`src/rtl/quad_filter.sv`:
```
// Quadrature encoder front end: per-channel synchronizer and debouncer, then a step/direction decoder.
// Optional macro QUAD_FILTER_ERR_CNT_EN adds the saturating illegal-transition counter on err_cnt.
module quad_filter #(
  parameter int COUNTER_WIDTH = 11
) (
  input  logic       clk,
  input  logic       rst_n,
  input  logic       a,
  input  logic       b,
  output logic       cnt,
  output logic       dir,
  output logic       err,
  output logic [7:0] err_cnt
);

  localparam int SETTLE_WIDTH = COUNTER_WIDTH + 1;

  // Channel vectors are packed as {a, b} throughout.
  logic [1:0]                      sync1_q, sync1_d;
  logic [1:0]                      sync2_q, sync2_d;
  logic [1:0]                      deb_q, deb_d;
  logic [1:0][COUNTER_WIDTH-1:0]   win_q, win_d;
  logic [1:0]                      prev_q, prev_d;
  logic [SETTLE_WIDTH-1:0]         settle_q, settle_d;
  logic                            settled_q, settled_d;
  logic                            cnt_q, cnt_d;
  logic                            dir_q, dir_d;
  logic                            err_q, err_d;

  always_comb begin
    // NOTE: every output of this block is defaulted first so no path leaves a latch behind.
    sync1_d   = {a, b};
    sync2_d   = sync1_q;
    deb_d     = deb_q;
    win_d     = win_q;
    settle_d  = settle_q;
    settled_d = settled_q;
    prev_d    = deb_q;
    cnt_d     = 1'b0;
    err_d     = 1'b0;
    dir_d     = dir_q;

    for (int i = 0; i < 2; i++) begin
      if (sync2_q[i] == deb_q[i]) begin
        win_d[i] = '0;
      end else if (win_q[i] != '1) begin
        win_d[i] = win_q[i] + COUNTER_WIDTH'(1);
      end else begin
        deb_d[i] = sync2_q[i];
        win_d[i] = '0;
      end
    end

    // Startup settle: lets the debouncers catch up with idle pins before decoding.
    if (!settled_q) begin
      if (settle_q == '1) settled_d = 1'b1;
      else                settle_d  = settle_q + SETTLE_WIDTH'(1);
    end

    if (settled_q && (deb_q != prev_q)) begin
      case ({prev_q, deb_q})
        4'b00_10, 4'b10_11, 4'b11_01, 4'b01_00: begin
          cnt_d = 1'b1;
          dir_d = 1'b1;
        end
        4'b00_01, 4'b01_11, 4'b11_10, 4'b10_00: begin
          cnt_d = 1'b1;
          dir_d = 1'b0;
        end
        default: err_d = 1'b1;
      endcase
    end
  end

  // NOTE: sequential state uses non-blocking assignments so every flop samples pre-edge values.
  always_ff @(posedge clk or negedge rst_n) begin
    if (!rst_n) begin
      sync1_q   <= '0;
      sync2_q   <= '0;
      deb_q     <= '0;
      win_q     <= '0;
      prev_q    <= '0;
      settle_q  <= '0;
      settled_q <= 1'b0;
      cnt_q     <= 1'b0;
      dir_q     <= 1'b0;
      err_q     <= 1'b0;
    end else begin
      sync1_q   <= sync1_d;
      sync2_q   <= sync2_d;
      deb_q     <= deb_d;
      win_q     <= win_d;
      prev_q    <= prev_d;
      settle_q  <= settle_d;
      settled_q <= settled_d;
      cnt_q     <= cnt_d;
      dir_q     <= dir_d;
      err_q     <= err_d;
    end
  end

  assign cnt = cnt_q;
  assign dir = dir_q;
  assign err = err_q;

`ifdef QUAD_FILTER_ERR_CNT_EN
  logic [7:0] err_cnt_q, err_cnt_d;

  always_comb begin
    err_cnt_d = err_cnt_q;
    if (err_d && (err_cnt_q != 8'hFF)) err_cnt_d = err_cnt_q + 8'd1;
  end

  always_ff @(posedge clk or negedge rst_n) begin
    if (!rst_n) err_cnt_q <= 8'h00;
    else        err_cnt_q <= err_cnt_d;
  end

  assign err_cnt = err_cnt_q;
`else
  assign err_cnt = 8'h00;
`endif

endmodule

```
`config.mk`:
```
export PLATFORM = sky130hd
export DESIGN_NAME = quad_filter
export DESIGN_NICKNAME = d
export VERILOG_FILES = /design/src/rtl/quad_filter.sv
export SDC_FILE = /design/constraint.sdc
export NUM_CORES = 1
export LEC_CHECK = 0
export ABC_CLOCK_PERIOD_IN_PS = 1600
export BUFFER_PORTS_ARGS = -buffer_cell sky130_fd_sc_hd__buf_2
export CAP_MARGIN = 20
export CORE_ASPECT_RATIO = 0.6
export CORE_MARGIN = 2
export CORE_UTILIZATION = 50
export DETAILED_ROUTE_END_ITERATION = 10
export PLACE_DENSITY = 0.82
export SLEW_MARGIN = 20
export SYNTH_ARGS = -nofsm -noshare
export SYNTH_HDL_FRONTEND = slang
export SYNTH_SLANG_ARGS = --single-unit
export TNS_END_PERCENT = 50
```
`constraint.sdc`:
```
create_clock -name clk -period 1.6 [get_ports clk]
set_input_delay 0.24 -clock clk [delete_from_list [all_inputs] [get_ports clk]]
set_output_delay 0.24 -clock clk [all_outputs]
set_load 0.01 [all_outputs]
```
# Word-level counts from Yosys, hierarchy flattened
# Index checks and enable logic that the tools add are counted.
[totals] ff_bits=46 wordCells=55 out_inout_bits=11
[op_classes] muxes=11 n_eq_ne=14 bitwise=6 n_addsub=3 reduce_logical=9
[ops] cell="11-bit 2-to-1 mux" count=4
[ops] cell="11-bit by 1-bit adder with 11-bit output, second input constant" count=2
[ops] cell="11-bit inequality test, second input constant" count=2
[ops] cell="4-bit == test, second input constant" count=4
[ops] cell="12-bit by 1-bit adder with 12-bit output, second input constant" count=1
[ops] cell="12-bit == test, second input constant" count=1
[ops] cell="4-bit by 3-bit == test with 1-bit output, second input constant" count=2
[ops] cell="2-bit AND reduction" count=4
[ops] cell="4-bit OR reduction" count=2
[ops] cell="8-bit OR reduction" count=1
[ops] cell="1-bit 2-to-1 mux" count=6
[ops] cell="1-bit NOT" count=6
[ops] cell="4-bit by 1-bit == test with 1-bit output, second input constant" count=1
[ops] cell="4-bit by 2-bit == test with 1-bit output, second input constant" count=1
[ops] cell="1-bit == test" count=2
[ops] cell="2-bit inequality test" count=1
[ops] cell="1-bit one-hot mux with 2 select lines" count=1
[ops] cell="2-bit nonzero test" count=1
[ops] cell="1-bit logical AND" count=1

# Longest topological paths before layout
[depth] depth_word=4 depth_mapped=6 depth_no_buf=5

# Worst setup path before layout
# No wires, ideal clock.
[synth_timing] path_type="register -> register" startpoint="register win_q[11] (netlist name)" endpoint="register win_q[13] (netlist name)" t_required_ps=1528 period_less_slack_ps=1632 slack_ps=-32 setup_time_ps=72 arrival_ps=1560 stages_incl_launch_ff=7 cell_sequence="dfrtp_1 -> ha_1 -> and4_1 -> and4_1 -> or2_2 -> clkbuf_1 -> nor2_1"
[synth_lines] element="start: declaration" line_no="22" source="logic [1:0][COUNTER_WIDTH-1:0] win_q, win_d;"
[synth_lines] element="start signal: assignment" line_no="92" source="win_q <= win_d;"

# Final worst setup path
[layout_timing] startpoint="register settle_q[4]" endpoint="register settle_q[10]"
[layout_via] elab_chain_cells=3
[layout_lines] element="start: declaration" line_no="24" source="logic [SETTLE_WIDTH-1:0] settle_q, settle_d;"
[layout_lines] element="start signal: assignment" line_no="94" source="settle_q <= settle_d;"
[layout_lines] element="parallel branches: the longest is 3 deep, another holds 12-bit by 1-bit adder with 12-bit output"
# Several ways; the timed one is not identified.
# A chain may end at the register's enable or synchronous reset.

==> summary.txt <==
CTS
  • Clock Latency Late Sink: 0.31 ns
  • Setup Fix Bufs, Post-CTS: 0
  • Clock slew at reported path FFs: 0.09 ns
  • CTS tree: yes
  • Number of clock sinks: 46
  • CTS max path bufs: 2
  • Root Buffer: clkbuf_8
  • Total CTS buffers: 5
  • Cts hold-fix bufs: 0
  • H-Tree Depth: 2

STA
  • Worst-Margin Slew: 0.556 ns
  • Smallest hold slack: -0.0143 ns
  • Setup-violating endpoint count in the final report: 0
  • Endpoints failing hold: 7
  • FMAX: 0.651 GHz
  • Min cycle time layout: 1.53 ns
  • Setup tns final: 0 ns
  • Count of pins over their slew limit: 0
  • RSZ-0062 raised after global routing: no
  • Slew headroom: 62.9%
  • Fin Clk Skew: 0.00734 ns
  • Crit share post-route: 95.9%

Critical path
  • Top Family by Delay on Critical Path: simple AND/OR/NAND/NOR gates
  • Reg-to-Reg End: settle_q[10]
  • RR Startpoint: settle_q[4]
  • Largest stage delay, worst path: 0.55 ns
  • CP Data Required Time: 1.80 ns
  • Critical path endpoint category: flip-flop
  • Critical Path Slowest Stage Cell: or4b_4
  • WS Path Type: reg2reg
  • R2R depth: 4
  • Max FO, Critical Path: 6
  • R2R Setup Slk: 0.07 ns
  • Crit start category: flip-flop
  • Crit path DAT: 1.73 ns
  • Critical path cell sequence: and4_4 > nand2_2 > or4b_4 > xnor2_2
  • Buf+Inv Stages, Crit Path: 0

Yosys
  • Area of the mapped netlist: 2090 um2
  • Post-synth ARST share: 100%
  • Number of library cell types mapped by synthesis: 31
  • Post-synth top cells: dfrtp_1, nor2_1, xnor2_1
  • Count leader, synth: dfrtp_1
  • Post-Syn Instances: 191
  • Post-synth top area share: 55.0%
  • Yosys reg bits: 46
  • Seq/Total Area, Yosys: 55.0%
  • Area contributors post-synth: dfrtp_1, xnor2_1, xor2_1
  • Syn Area/Cell: 11.0 um2
  • EDFF count, synth: 0
  • Synth Flop Type: dfrtp_1
  • Top cell type by total area after synthesis: dfrtp_1
  • Ys Warns: 0

Pwr
  • Pwr Density: 918 nW/um2
  • Pint: 1.67 mW
  • Total power: 2.15 mW
  • Lkg Pwr: 1.06 nW
  • Maximum vdd drop: 493 uV
  • Clk network pwr share: 41.0%
  • NetSw: 477 uW
  • Comb power frac: 3.5%
  • Sequential power share: 55.5%
  • Switching Share: 22.2%

Worst hold path
  • Worst hold path class: in2async

Finish
  • Fillers: 327
  • Syn-to-layout area delta: 11.9%
  • Fin nets: 217
  • Layout cells sized above 1: 19.4%
  • Final non-filler cell area: 2340 um2
  • Number of inserted diodes: 0

Die
  • Die W: 87.5 um
  • Core box area: 4050 um2
  • Die area: 4740 um2
  • Die Ht: 54.1 um
  • Starting Density: 51.6%
  • Row count: 18
  • IO Count: 15

Global routing
  • First-pass GRT wire length: 5490 um
  • Initial antenna violation count: 0
  • GRT overflow: 0
  • Largest net degree at the start of global routing: 47
  • Vias in the first global route: 1215
  • GRT Overall Usage: 15.9%

Job
  • Maxcap violations: 0

Placed design
  • Gpl congestion: 0.795
  • DPL Wire Length: 2290 um
  • Post-DP Area: 2220 um2
  • Port-buffer cells: 6

Routing
  • ANT nets after route: 0
  • First-pass DRT Iterations: 4
  • First-iteration detailed-routing DRC count: 90
  • WL final: 3330 um
  • Routed vias/inst: 5.09
  • Vias: 1329
  • WL/cell: 12.7 um
  • DRC: 0

Run status
  • Failing checks: negative hold slack
  • Status: complete, but fails checks
[placed cells by master, fill, tap and decap left out, types with 3 or more instances in the layout]
cell type / Yosys / routed
dfrtp_1: 46 / 46
buf_2: 0 / 6
mux2_2: 5 / 5
xnor2_1: 17 / 17
and4_1: 8 / 7
nor2_1: 26 / 26
xor2_1: 12 / 12
clkbuf_8: 0 / 5
ha_2: 0 / 3
conb_1: 1 / 8
inv_1: 4 / 4
o21ai_0: 4 / 4
a21oi_1: 3 / 3
nand3_1: 15 / 15
nand2_1: 11 / 11
buf_4: 9 / 10
nand4_1: 5 / 5
[stage by stage]
stage / std cells / utilization, % / worst slack (ns) / hold slack (ns)
floorplan: 198 / - / 0.0217 / -0.0556
global placement: 253 / 54.8 / 0.0561 / 0.333
detailed placement: 253 / 54.8 / 0.00751 / 0.339
CTS: 261 / 57.6 / 0.00211 / 0.0235
global route: 261 / 57.8 / 0.00649 / 0.0269
finish: 261 / 57.8 / 0.0651 / -0.0143
[power groups by stage]
stage	logic, mW	registers, mW	clock network [mW]
final	0.0758	1.19	0.880
after global routing	0.0913	1.20	0.936
after CTS	0.0762	1.19	0.897
after detailed placement	0.0761	1.22	0
after global placement	0.0751	1.22	0
after floorplan	0.0540	1.21	0
[layout make-up]
cell class	count	area [um2]	area share, %
Timing Repair Buffer	16	105	4.49
Clock inverter	3	43.8	1.87
Multi-Input combinational cell	137	896	38.2
Clock buffer	5	68.8	2.94
Tap cell	50	62.6	2.67
Inverter	4	15.0	0.641
Sequential cell	46	1150	49.1
[per-layer routing]
metal	global-route usage, %	wire length [um]	vias up
met2	21.5	1350	29
met3	5.37	144	8
li1	-	-	664
met4	7.69	63	0
met1	22.7	1760	628
met5	0	0	-
[timing repair]
item	CTS	global route
endpoints found under the hold margin	0	0
gates resized for setup	1	4
setup endpoints to repair	1	15
pin swaps	0	0
[how the worst max path moves through the flow]
stage / start / end / slack, ns / cells past startpoint
global route: settle_q[10] / settle_q[1] / 0.006 / 4
finish: settle_q[4] / settle_q[10] / 0.07 / 4
detailed placement: win_q[11] / win_q[20] / 0.008 / 5
CTS: win_q[11] / win_q[20] / 0.002 / 5
floorplan: win_q[11] / win_q[13] / 0.02 / 6
global placement: win_q[11] / win_q[20] / 0.06 / 5
[state kept, by name (all words and copies together), names as in the netlist]
name,cells
win_q,22
settle_q,12
deb_q,2
prev_q,2
sync1_q,2
sync2_q,2
cnt,1
dir,1
err,1
settled_q,1
[kinds of logic after synthesis]
kind of cell,count (synthesis),synth area share (%)
multiplexers,5,2.69
AND/OR/NAND/NOR,82,20.7
buffers and inverters,15,4.30
AO/OA/AOI/OAI,9,2.39
flip-flops,46,55.0
XOR/XNOR,30,12.9
other,1,0.179
adder cells (fa/ha/maj),3,1.79
Note: power is estimated with default switching activity, not from simulation.
